`src/rtl/id_operand_stage_if.sv`:
```
// Bus bundle for the decode/operand stage: upstream, downstream, regfile, forwarding, writeback.
// slave = the stage itself, master = its surroundings.
interface id_operand_stage_if #(
  parameter int unsigned DATA_W  = 32,
  parameter int unsigned REG_AW  = 5,
  parameter int unsigned NUM_FWD = 3,
  parameter int unsigned PC_W    = 32,
  parameter int unsigned CNT_W   = 16
);
  localparam int unsigned NumRegs = 1 << REG_AW;

  logic                      flush;
  logic                      in_valid;
  logic                      in_allowin;
  logic [PC_W-1:0]           in_pc;
  logic [REG_AW-1:0]         in_rs1;
  logic [REG_AW-1:0]         in_rs2;
  logic                      in_rs1_en;
  logic                      in_rs2_en;
  logic [REG_AW-1:0]         in_rd;
  logic                      in_rd_we;
  logic                      in_long;
  logic                      out_valid;
  logic                      out_allowin;
  logic [PC_W-1:0]           out_pc;
  logic [DATA_W-1:0]         out_rs1_val;
  logic [DATA_W-1:0]         out_rs2_val;
  logic [REG_AW-1:0]         out_rd;
  logic                      out_rd_we;
  logic                      out_long;
  logic [REG_AW-1:0]         rf_raddr1;
  logic [REG_AW-1:0]         rf_raddr2;
  logic [DATA_W-1:0]         rf_rdata1;
  logic [DATA_W-1:0]         rf_rdata2;
  logic [NUM_FWD-1:0]        fwd_valid;
  logic [NUM_FWD-1:0]        fwd_ready;
  logic [NUM_FWD*REG_AW-1:0] fwd_reg;
  logic [NUM_FWD*DATA_W-1:0] fwd_data;
  logic                      wb_valid;
  logic [REG_AW-1:0]         wb_reg;
  logic [DATA_W-1:0]         wb_data;
  logic [NumRegs-1:0]        sb_busy;
  logic [CNT_W-1:0]          stall_cnt;

  modport slave (
    input  flush, in_valid, in_pc, in_rs1, in_rs2, in_rs1_en, in_rs2_en, in_rd, in_rd_we, in_long,
    input  out_allowin, rf_rdata1, rf_rdata2, fwd_valid, fwd_ready, fwd_reg, fwd_data,
    input  wb_valid, wb_reg, wb_data,
    output in_allowin, out_valid, out_pc, out_rs1_val, out_rs2_val, out_rd, out_rd_we, out_long,
    output rf_raddr1, rf_raddr2, sb_busy, stall_cnt
  );

  modport master (
    output flush, in_valid, in_pc, in_rs1, in_rs2, in_rs1_en, in_rs2_en, in_rd, in_rd_we, in_long,
    output out_allowin, rf_rdata1, rf_rdata2, fwd_valid, fwd_ready, fwd_reg, fwd_data,
    output wb_valid, wb_reg, wb_data,
    input  in_allowin, out_valid, out_pc, out_rs1_val, out_rs2_val, out_rd, out_rd_we, out_long,
    input  rf_raddr1, rf_raddr2, sb_busy, stall_cnt
  );
endinterface

```
`src/rtl/id_operand_stage.sv`:
```
// Decode-to-execute stage: holds one instruction, resolves operands through forwarding,
// writeback bypass and regfile, and interlocks on pending or scoreboarded producers.
module id_operand_stage #(
  parameter int unsigned DATA_W  = 32,
  parameter int unsigned REG_AW  = 5,
  parameter int unsigned NUM_FWD = 3,
  parameter int unsigned PC_W    = 32,
  parameter int unsigned CNT_W   = 16
) (
  input logic               clk,
  input logic               reset,
  id_operand_stage_if.slave bus
);
  localparam int unsigned NumRegs = 1 << REG_AW;

  logic                valid_q;
  logic [PC_W-1:0]     pc_q;
  logic [REG_AW-1:0]   rs1_q, rs2_q, rd_q;
  logic                rs1_en_q, rs2_en_q, rd_we_q, long_q;
  logic [NumRegs-1:0]  sb_q, sb_d;
  logic [CNT_W-1:0]    cnt_q;
  logic [DATA_W:0]     res1, res2;
  logic                ready_go, accept, issue;

  // Returns {stall, value}; the lowest-index forward match takes priority.
  function automatic logic [DATA_W:0] resolve(
    input logic [REG_AW-1:0]         rs,
    input logic                      rs_en,
    input logic [DATA_W-1:0]         rf_data,
    input logic [NUM_FWD-1:0]        fv,
    input logic [NUM_FWD-1:0]        fr,
    input logic [NUM_FWD*REG_AW-1:0] freg,
    input logic [NUM_FWD*DATA_W-1:0] fdata,
    input logic                      wv,
    input logic [REG_AW-1:0]         wr,
    input logic [DATA_W-1:0]         wd,
    input logic [NumRegs-1:0]        sb
  );
    logic              hit;
    logic              stall;
    logic [DATA_W-1:0] val;
    hit   = 1'b0;
    stall = 1'b0;
    val   = rf_data;
    if (!rs_en || rs == '0) begin
      val = '0;
    end else begin
      for (int i = 0; i < NUM_FWD; i++) begin
        if (!hit && fv[i] && freg[i*REG_AW +: REG_AW] == rs) begin
          hit   = 1'b1;
          stall = !fr[i];
          val   = fdata[i*DATA_W +: DATA_W];
        end
      end
      if (!hit) begin
        if (wv && wr == rs) val = wd;
        else if (sb[rs])    stall = 1'b1;
      end
    end
    return {stall, val};
  endfunction

  always_comb begin
    res1 = resolve(rs1_q, rs1_en_q, bus.rf_rdata1, bus.fwd_valid, bus.fwd_ready, bus.fwd_reg,
                   bus.fwd_data, bus.wb_valid, bus.wb_reg, bus.wb_data, sb_q);
    res2 = resolve(rs2_q, rs2_en_q, bus.rf_rdata2, bus.fwd_valid, bus.fwd_ready, bus.fwd_reg,
                   bus.fwd_data, bus.wb_valid, bus.wb_reg, bus.wb_data, sb_q);
    ready_go = !(res1[DATA_W] || res2[DATA_W]);
  end

  always_comb begin
    bus.in_allowin  = !valid_q || (bus.out_allowin && ready_go);
    bus.out_valid   = valid_q && ready_go;
    bus.out_pc      = pc_q;
    bus.out_rs1_val = res1[DATA_W-1:0];
    bus.out_rs2_val = res2[DATA_W-1:0];
    bus.out_rd      = rd_q;
    bus.out_rd_we   = rd_we_q;
    bus.out_long    = long_q;
    bus.rf_raddr1   = rs1_q;
    bus.rf_raddr2   = rs2_q;
    bus.sb_busy     = sb_q;
    bus.stall_cnt   = cnt_q;
  end

  assign accept = bus.in_valid && bus.in_allowin;
  assign issue  = bus.out_valid && bus.out_allowin;

  // Clear before set so an issuing long op wins over a same-cycle writeback.
  always_comb begin
    sb_d = sb_q;
    if (bus.wb_valid) sb_d[bus.wb_reg] = 1'b0;
    if (issue && rd_we_q && long_q && rd_q != '0) sb_d[rd_q] = 1'b1;
    sb_d[0] = 1'b0;
  end

  always_ff @(posedge clk) begin
    if (reset) begin
      valid_q <= 1'b0;
      sb_q    <= '0;
      cnt_q   <= '0;
    end else begin
      if (bus.flush)           valid_q <= 1'b0;
      else if (bus.in_allowin) valid_q <= bus.in_valid;
      sb_q <= sb_d;
      if (valid_q && !ready_go && cnt_q != '1) cnt_q <= cnt_q + 1'b1;
    end
  end

  always_ff @(posedge clk) begin
    if (accept) begin
      pc_q     <= bus.in_pc;
      rs1_q    <= bus.in_rs1;
      rs2_q    <= bus.in_rs2;
      rs1_en_q <= bus.in_rs1_en;
      rs2_en_q <= bus.in_rs2_en;
      rd_q     <= bus.in_rd;
      rd_we_q  <= bus.in_rd_we;
      long_q   <= bus.in_long;
    end
  end
endmodule

```
`src/flat_wrapper.sv`:
```
// flat-port wrapper written by rule: the top's interface ports become plain ports
module id_operand_stage_flat 
#(
  parameter int unsigned DATA_W  = 32,
  parameter int unsigned REG_AW  = 5,
  parameter int unsigned NUM_FWD = 3,
  parameter int unsigned PC_W    = 32,
  parameter int unsigned CNT_W   = 16
)
  (clk, reset, bus_flush, bus_in_valid, bus_in_pc, bus_in_rs1, bus_in_rs2, bus_in_rs1_en, bus_in_rs2_en, bus_in_rd, bus_in_rd_we, bus_in_long, bus_out_allowin, bus_rf_rdata1, bus_rf_rdata2, bus_fwd_valid, bus_fwd_ready, bus_fwd_reg, bus_fwd_data, bus_wb_valid, bus_wb_reg, bus_wb_data, bus_in_allowin, bus_out_valid, bus_out_pc, bus_out_rs1_val, bus_out_rs2_val, bus_out_rd, bus_out_rd_we, bus_out_long, bus_rf_raddr1, bus_rf_raddr2, bus_sb_busy, bus_stall_cnt);
  id_operand_stage_if #(.DATA_W(DATA_W), .REG_AW(REG_AW), .NUM_FWD(NUM_FWD), .PC_W(PC_W), .CNT_W(CNT_W)) bus_i ();
  input logic clk;
  input logic reset;
  input wire logic [$bits(bus_i.flush)-1:0] bus_flush;
  input wire logic [$bits(bus_i.in_valid)-1:0] bus_in_valid;
  input wire logic [$bits(bus_i.in_pc)-1:0] bus_in_pc;
  input wire logic [$bits(bus_i.in_rs1)-1:0] bus_in_rs1;
  input wire logic [$bits(bus_i.in_rs2)-1:0] bus_in_rs2;
  input wire logic [$bits(bus_i.in_rs1_en)-1:0] bus_in_rs1_en;
  input wire logic [$bits(bus_i.in_rs2_en)-1:0] bus_in_rs2_en;
  input wire logic [$bits(bus_i.in_rd)-1:0] bus_in_rd;
  input wire logic [$bits(bus_i.in_rd_we)-1:0] bus_in_rd_we;
  input wire logic [$bits(bus_i.in_long)-1:0] bus_in_long;
  input wire logic [$bits(bus_i.out_allowin)-1:0] bus_out_allowin;
  input wire logic [$bits(bus_i.rf_rdata1)-1:0] bus_rf_rdata1;
  input wire logic [$bits(bus_i.rf_rdata2)-1:0] bus_rf_rdata2;
  input wire logic [$bits(bus_i.fwd_valid)-1:0] bus_fwd_valid;
  input wire logic [$bits(bus_i.fwd_ready)-1:0] bus_fwd_ready;
  input wire logic [$bits(bus_i.fwd_reg)-1:0] bus_fwd_reg;
  input wire logic [$bits(bus_i.fwd_data)-1:0] bus_fwd_data;
  input wire logic [$bits(bus_i.wb_valid)-1:0] bus_wb_valid;
  input wire logic [$bits(bus_i.wb_reg)-1:0] bus_wb_reg;
  input wire logic [$bits(bus_i.wb_data)-1:0] bus_wb_data;
  output wire logic [$bits(bus_i.in_allowin)-1:0] bus_in_allowin;
  output wire logic [$bits(bus_i.out_valid)-1:0] bus_out_valid;
  output wire logic [$bits(bus_i.out_pc)-1:0] bus_out_pc;
  output wire logic [$bits(bus_i.out_rs1_val)-1:0] bus_out_rs1_val;
  output wire logic [$bits(bus_i.out_rs2_val)-1:0] bus_out_rs2_val;
  output wire logic [$bits(bus_i.out_rd)-1:0] bus_out_rd;
  output wire logic [$bits(bus_i.out_rd_we)-1:0] bus_out_rd_we;
  output wire logic [$bits(bus_i.out_long)-1:0] bus_out_long;
  output wire logic [$bits(bus_i.rf_raddr1)-1:0] bus_rf_raddr1;
  output wire logic [$bits(bus_i.rf_raddr2)-1:0] bus_rf_raddr2;
  output wire logic [$bits(bus_i.sb_busy)-1:0] bus_sb_busy;
  output wire logic [$bits(bus_i.stall_cnt)-1:0] bus_stall_cnt;
  assign bus_i.flush = bus_flush;
  assign bus_i.in_valid = bus_in_valid;
  assign bus_i.in_pc = bus_in_pc;
  assign bus_i.in_rs1 = bus_in_rs1;
  assign bus_i.in_rs2 = bus_in_rs2;
  assign bus_i.in_rs1_en = bus_in_rs1_en;
  assign bus_i.in_rs2_en = bus_in_rs2_en;
  assign bus_i.in_rd = bus_in_rd;
  assign bus_i.in_rd_we = bus_in_rd_we;
  assign bus_i.in_long = bus_in_long;
  assign bus_i.out_allowin = bus_out_allowin;
  assign bus_i.rf_rdata1 = bus_rf_rdata1;
  assign bus_i.rf_rdata2 = bus_rf_rdata2;
  assign bus_i.fwd_valid = bus_fwd_valid;
  assign bus_i.fwd_ready = bus_fwd_ready;
  assign bus_i.fwd_reg = bus_fwd_reg;
  assign bus_i.fwd_data = bus_fwd_data;
  assign bus_i.wb_valid = bus_wb_valid;
  assign bus_i.wb_reg = bus_wb_reg;
  assign bus_i.wb_data = bus_wb_data;
  assign bus_in_allowin = bus_i.in_allowin;
  assign bus_out_valid = bus_i.out_valid;
  assign bus_out_pc = bus_i.out_pc;
  assign bus_out_rs1_val = bus_i.out_rs1_val;
  assign bus_out_rs2_val = bus_i.out_rs2_val;
  assign bus_out_rd = bus_i.out_rd;
  assign bus_out_rd_we = bus_i.out_rd_we;
  assign bus_out_long = bus_i.out_long;
  assign bus_rf_raddr1 = bus_i.rf_raddr1;
  assign bus_rf_raddr2 = bus_i.rf_raddr2;
  assign bus_sb_busy = bus_i.sb_busy;
  assign bus_stall_cnt = bus_i.stall_cnt;
  id_operand_stage #(.DATA_W(DATA_W), .REG_AW(REG_AW), .NUM_FWD(NUM_FWD), .PC_W(PC_W), .CNT_W(CNT_W)) u_core (.clk(clk), .reset(reset), .bus(bus_i));
endmodule
```
`config.mk`:
```
export PLATFORM = sky130hd
export DESIGN_NAME = id_operand_stage_flat
export DESIGN_NICKNAME = d
export VERILOG_FILES = /design/src/rtl/id_operand_stage_if.sv /design/src/rtl/id_operand_stage.sv /design/src/flat_wrapper.sv
export SDC_FILE = /design/constraint.sdc
export NUM_CORES = 1
export LEC_CHECK = 0
export BUFFER_PORTS_ARGS = -buffer_cell sky130_fd_sc_hd__buf_2
export CORE_AREA = 2 2 171 173
export CTS_BUF_LIST = sky130_fd_sc_hd__clkbuf_16
export CTS_CLUSTER_DIAMETER = 150
export CTS_CLUSTER_SIZE = 8
export DETAILED_ROUTE_END_ITERATION = 8
export DIE_AREA = 0 0 173 175
export GPL_ROUTABILITY_DRIVEN = 0
export SLEW_MARGIN = 20
export SYNTH_ARGS = -nofsm -noshare
export SYNTH_HDL_FRONTEND = slang
export SYNTH_SLANG_ARGS = --single-unit
```
`constraint.sdc`:
```
create_clock -name clk -period 3.39 [get_ports clk]
set_input_delay 0.5085 -clock clk [delete_from_list [all_inputs] [get_ports clk]]
set_output_delay 0.5085 -clock clk [all_outputs]
set_load 0.02 [all_outputs]
```
==> results of run 1 <==
[cell type report]
type                    count  area, um^2  area share (%)
multi-input cells         668        4930            42.9
repair buffers            522        3300            28.7
flip-flops and latches     99        2490            21.7
well taps                 384         480            4.18
clock buffers               9         225            1.96
clock inverters             7        45.0           0.392
inverters                   5        18.8           0.163
diodes                      4        10.0          0.0870
[layout by cell type, fill, tap and decap left out, types with 32 or more instances in the layout]
master and n:
buf_2 386, buf_4 99, a22oi_1 91, nor2_1 76, o211ai_1 63, edfxtp_1 51, dfxtp_1 48, o21ai_1 47
o21ai_0 44, nand2_1 36, a22oi_2 36, xor2_1 32
[layer usage]
layer / part of all wire [%] / up-vias
met5: 0.034 / -
met4: 2.7 / 2
met3: 9.5 / 80
met2: 49 / 648
met1: 39 / 4393
li1: - / 4258
[cell families (layout without fill, tap and decap cells)]
logic type / Yosys count / after routing / synth area share (%)
buffers and inverters: 92 / 543 / 5.51
AO/OA/AOI/OAI: 351 / 351 / 32.5
adder cells (fa/ha/maj): 1 / 1 / 0.167
AND/OR/NAND/NOR: 246 / 246 / 17.7
other: 1 / 5 / 0.0502
multiplexers: 29 / 29 / 5.96
XOR/XNOR: 40 / 40 / 4.79
flip-flops: 99 / 99 / 33.4
[worst min-delay path by stage]
stage / start / end / slack, ps / cells after the start
floorplan: u_core.bus.stall_cnt[13]$_SDFFE_PP0P_ / u_core.bus.stall_cnt[13]$_SDFFE_PP0P_ / 560 / 2
global placement: u_core.bus.stall_cnt[4]$_SDFFE_PP0P_ / u_core.bus.stall_cnt[4]$_SDFFE_PP0P_ / 480 / 2
detailed placement: u_core.bus.stall_cnt[4]$_SDFFE_PP0P_ / u_core.bus.stall_cnt[4]$_SDFFE_PP0P_ / 490 / 2
CTS: bus_in_pc[9] / u_core.bus.out_pc[9]$_DFFE_PP_ / 300 / 1
global route: bus_in_rs2[1] / u_core.bus.rf_raddr2[1]$_DFFE_PP_ / 300 / 1
finish: bus_in_pc[9] / u_core.bus.out_pc[9]$_DFFE_PP_ / 320 / 1
[flip-flops by register name, summed over array words and instances (netlist names)]
register and count:
u_core.bus.out_pc 32, u_core.bus.sb_busy 31, u_core.bus.stall_cnt 16, u_core.bus.out_rd 5
u_core.bus.rf_raddr1 5, u_core.bus.rf_raddr2 5, u_core.bus.out_long 1, u_core.bus.out_rd_we 1
u_core.rs1_en_q 1, u_core.rs2_en_q 1, u_core.valid_q 1
[repair_timing]
item / 4_1_cts / 5_1_grt
setup buffers: 20 / 18
cloned: 1 / 6
pin swaps: 6 / 48
endpoints found under the setup margin: 66 / 67
gates resized for setup: 25 / 170
[where the power goes]
group	internal [mW]	switching [mW]	leakage, nW
Combinational	0.446	0.610	3.79
Sequential	1.31	0.0244	0.882
Clock	0.500	0.476	0.144
Total	2.25	1.11	4.81
[worst max-delay path: cells and delay by family, from the launching register on]
family | cells | cell delay [ps]
AOI/OAI and AO/OA | 2 | 370
buffers and inverters | 3 | 680
xor gates and xnor gates | 1 | 180
and+or+nand+nor | 3 | 720
muxes | 1 | 90
DFF | 1 | 420
==> flow_summary.toml, run 1 <==
[synth]
synth_cell_types = 64
synth_top_area_share_pct = 20.5
syn_area_per_cell_um2 = 8.70
synth_common_cells = "127 x a22oi_1, 91 x o21ai_0, 80 x nor2_1, 63 x o211ai_1, 62 x clkbuf_1"
synth_flop_cell = "edfxtp_1"
synth_most_common_cell = "a22oi_1"
ys_seq_elements = 99
synth_warnings = 0
ys_top_cells_by_area = "edfxtp_1 20%, dfxtp_1 13%, a22oi_1 13%, o211ai_1 6.3%, o21ai_0 6.1%"
synth_top_cell_by_area = "edfxtp_1"
synth_edf_count = 51
syn_inst = 859
async_flop_share_pct = 0
yosysSeqAreaShare_pct = 33.4
synth_fp_nets = 1135
synth_area_mm2 = 0.00747

[routing]
drtIter0Drc = 780
drc_errors = 0
wirelength_mm = 38.3
dr.pass1.iters = 5
viasPerCell = 5.52
routedWlPerCell_um = 22.5
via_count = 9381
final_antenna_net_count = 0

[clock_network]
path_clk_slew_ps = 80
cts_buffer_depth = 2
cts_tree = "yes"
hold_buffers = 0
htree_levels = 3
cts-root-buf = "clkbuf_16"
numCtsBuffers = 9
insertion_delay_ps = 360
clock_sink_count = 99

[global_routing]
grt_first_pass_wirelength_mm = 55.0
overflow = 0
use_met3_pct = 5.98
grt_pass1_vias = 9081
busiest_layer = "met2"
grt_util_met1_pct = 28.6
antenna_found_initial = 7
grtUsageMet2_pct = 41.0
grt_max_degree = 63
grt_usage_pct = 23.6

[run_status]
outcome = "finished, violations left"
violations = "negative setup slack"

[setup_path]
crit_required_ps = 2880
crit_path_start_kind = "register"
crit_path_start = "u_core.bus.rf_raddr1[0]$_DFFE_PP_"
arrival_ps = 2900
rr_startpoint = "u_core.bus.rf_raddr1[3]$_DFFE_PP_"
r2r_end = "u_core.bus.sb_busy[28]$_SDFF_PP0_"
path_class = "register to output pin"
slowest_delay_ps = 420
rr_worst_depth = 11
slowest_stage = "edfxtp_1"
crit_chain = "buf_12, xor2_2, nor4_2, and3_4, buf_12, nand2_1, o21ai_0, mux2i_1, a211oi_1, buf_2"
regToRegSetupSlack_ps = 190
crit_path_end_kind = "output pin"
crit_fanout = 62
worstSetupEndpoint = "bus_out_rs1_val[12]"
worst_path_most_repeated_cell = "buf_12"

[sta]
fmax_ghz = 0.294
tightest_slew_ps = 935
setup_violations = 1
hold_violations = 0
period_minus_slack_ps = 3410
finClkSkew_ps = 14.7
hold_ws_ps = 318
finalWorstSetupSlack_ps = -17.1
grt_setup_unrepaired = "true"
fin_crit_sh_pct = 101
setup_tns_ps = -17.1
drv_slew = 0
slew_headroom_pct = 37.6

[floorplanning]
ios = 438
initial_utilization_pct = 26.3
fp.dieH_um = 175
die_w_um = 173
design.die.area_mm2 = 0.0303
rows = 62
fp.coreArea_mm2 = 0.0284

[final_layout]
drive_above_1_share_pct = 48.1
utilization_pct = 40.5
final_area_mm2 = 0.0115
nNetsFinal = 1581
layoutNonFillerInstCount = 1698
syn2layout_area_growth_pct = 53.9
fillers = 2872

[pwr]
power.density_mw_per_mm2 = 292
vdd_drop_max_v = 0.000324
power_mw = 3.36
p_leak_nw = 4.81

[placement]
dp_cells = 1635
post_dp_cell_area_mm2 = 0.0102
io_buffers = 436
dp_hpwl_mm = 29.0
pre_cts_ws_ps = 4.95

[flow_run]
cap_violations = 0

[min_path]
hold_class = "input pin to register"
(Power assumes the default switching activity.)
==> run 2, diff against run 1 <==
Clock period 3.39 ns to 3.84 ns, I/O delays scaled along.
==> run 2 against run 1 <==
The flow now finishes without violations. Worst setup slack better by 160 ps. Sequential cell count unchanged. Non-clock buffer count is 57 lower. Global-route usage shrank 0.94 points. Final cell count shrank 3.2%. Core utilization decreased by 3.9 points. Design area is 9.6% lower. Sequential power fell by 11%. Hold slack gained 71 ps. Via count decreased by 1.6%. Clock skew is 2.2 ps higher. Combinational power decreased by 25%. Critical path type unchanged. Critical endpoint is now bus_out_rs1_val[29]. Largest power group unchanged.
==> flow_summary.toml, run 2 (synthesis gave the netlist of run 1 again) <==
[run_status]
outcome = "completed"

[final_layout]
final_common_cell = "buf_2"
fillers = 3023
nNetsFinal = 1524
utilization_pct = 36.6
regArea_mm2 = 0.00249
drive_above_1_share_pct = 41.6
layoutNonFillerInstCount = 1644
final_area_mm2 = 0.0104
largest_reg_flops = 32
multi_input_area_mm2 = 0.00463
syn2layout_area_growth_pct = 39.1
layout_common_cells = "436 x buf_2, 127 x a22oi_1, 91 x o21ai_0"

[clock_network]
numCtsBuffers = 9
insertion_delay_ps = 360
clock_sink_count = 99
cts_tree = "yes"
htree_levels = 3
cts-root-buf = "clkbuf_16"
path_clk_slew_ps = 70
cts_buffer_depth = 2
hold_buffers = 0

[floorplanning]
fp.dieH_um = 175
design.die.area_mm2 = 0.0303
rows = 62
ios = 438
initial_utilization_pct = 26.3
die_w_um = 173
fp.coreArea_mm2 = 0.0284

[global_routing]
antenna_found_initial = 7
grt_max_degree = 63
grt_usage_pct = 22.7
overflow = 0
grt_pass1_vias = 8919
grt_first_pass_wirelength_mm = 53.5

[pwr]
vdd_drop_max_v = 0.000355
switchingPower_mw = 0.928
power_frac_comb_pct = 27.7
power_mw = 2.88
p_leak_nw = 4.41
switching_share_pct = 32.3
clkPwrFrac_pct = 31.0
p_int_mw = 1.95
seq_power_share_pct = 41.3
power.density_mw_per_mm2 = 277

[setup_path]
crit_family = "simple AND/OR/NAND/NOR gates"
slowest_stage = "edfxtp_1"
worst_path_most_repeated_cell = "nor2_1"
arrival_ps = 3120
crit_path_end_kind = "output pin"
path_depth = 10
rr_worst_depth = 8
slowest_delay_ps = 630
path_class = "register to output pin"
cp_num_buf_inv = 2
crit_fanout = 62
crit_required_ps = 3260
crit_path_start_kind = "register"
crit_chain = "xor2_1, nor2_1, and3_2, or3_4, or2_2, buf_12, o211ai_1, o21ai_0, nor2_1, buf_2"

[sta]
period_minus_slack_ps = 3700
finClkSkew_ps = 16.9
drv_slew = 0
grt_setup_unrepaired = "false"
setup_tns_ps = 0
fin_crit_sh_pct = 96.4
setup_violations = 0
fmax_ghz = 0.270
tightest_slew_ps = 970
hold_violations = 0
slew_headroom_pct = 35.3

[routing]
wirelength_mm = 36.0
final_antenna_net_count = 0
routedWlPerCell_um = 21.9
dr.pass1.iters = 6
drtIter0Drc = 857
viasPerCell = 5.61
drc_errors = 0
via_count = 9227

[flow_run]
cap_violations = 0

[placement]
dp_hpwl_mm = 28.3
post_dp_cell_area_mm2 = 0.0101
io_buffers = 436
dp_cells = 1618

[min_path]
min_path_cells = 1
hold_class = "input pin to register"
run 2: worst paths after layout:
path | from | to | slack [ps]
max | u_core.bus.rf_raddr1[1]$_DFFE_PP_ | bus_out_rs1_val[29] | 140
min | bus_in_rd_we | u_core.bus.out_rd_we$_DFFE_PP_ | 390
max reg2reg | u_core.bus.rf_raddr1[0]$_DFFE_PP_ | u_core.bus.sb_busy[4]$_SDFF_PP0_ | 490
min reg2reg | u_core.bus.stall_cnt[7]$_SDFFE_PP0P_ | u_core.bus.stall_cnt[7]$_SDFFE_PP0P_ | 510
run 2: stage by stage:
| stage | hold slack [ps] | setup WS [ps] |
|---|---|---|
| 6_report | 390 | 140 |
| 5_1_grt | 373 | 3.83 |
| 4_1_cts | 378 | 111 |
| 3_5_place_dp | 498 | 357 |
| 3_3_place_gp | 478 | 439 |
| 2_1_floorplan | 559 | 459 |
run 2: final cells by class:
cell class / instances / area share, %
flip-flops and latches: 99 / 24.0
repair buffers: 465 / 23.8
diodes: 7 / 0.168
clock buffers: 10 / 2.41
inverters: 5 / 0.181
clock inverters: 6 / 0.361
multi-input cells: 668 / 44.5
well taps: 384 / 4.62
run 2: routing by layer:
layer	global-route usage, %	share of wire, %	up-vias
met1	27.3	39	4422
met5	0	0	-
met3	5.94	10	62
li1	-	-	4136
met2	39.1	49	607
met4	7.94	2.8	0
run 2: worst register-to-register path, stage by stage, from the launching register on:
cell and delay [ps]:
edfxtp_1 510, buf_4 210, mux4_2 490, mux2_2 290, a211oi_2 330, a2111oi_4 120
nor4_4 340, nand3_2 470, o41ai_1 490
run 2: power by group through the flow:
stage          clock, mW  combinational [mW]  sequential [mW]
5_1_grt            0.951               0.858             1.19
6_report           0.892               0.796             1.19
4_1_cts            0.904               0.785             1.19
3_5_place_dp           0               0.782             1.21
3_3_place_gp           0               0.782             1.21
2_1_floorplan          0               0.394             1.23
run 2: repair_timing:
| item | CTS | global route |
|---|---|---|
| endpoints found under the hold margin | 0 | 0 |
| endpoints found under the setup margin | 0 | 25 |
| resized for setup | 0 | 3 |
| buffers inserted | 0 | 3 |
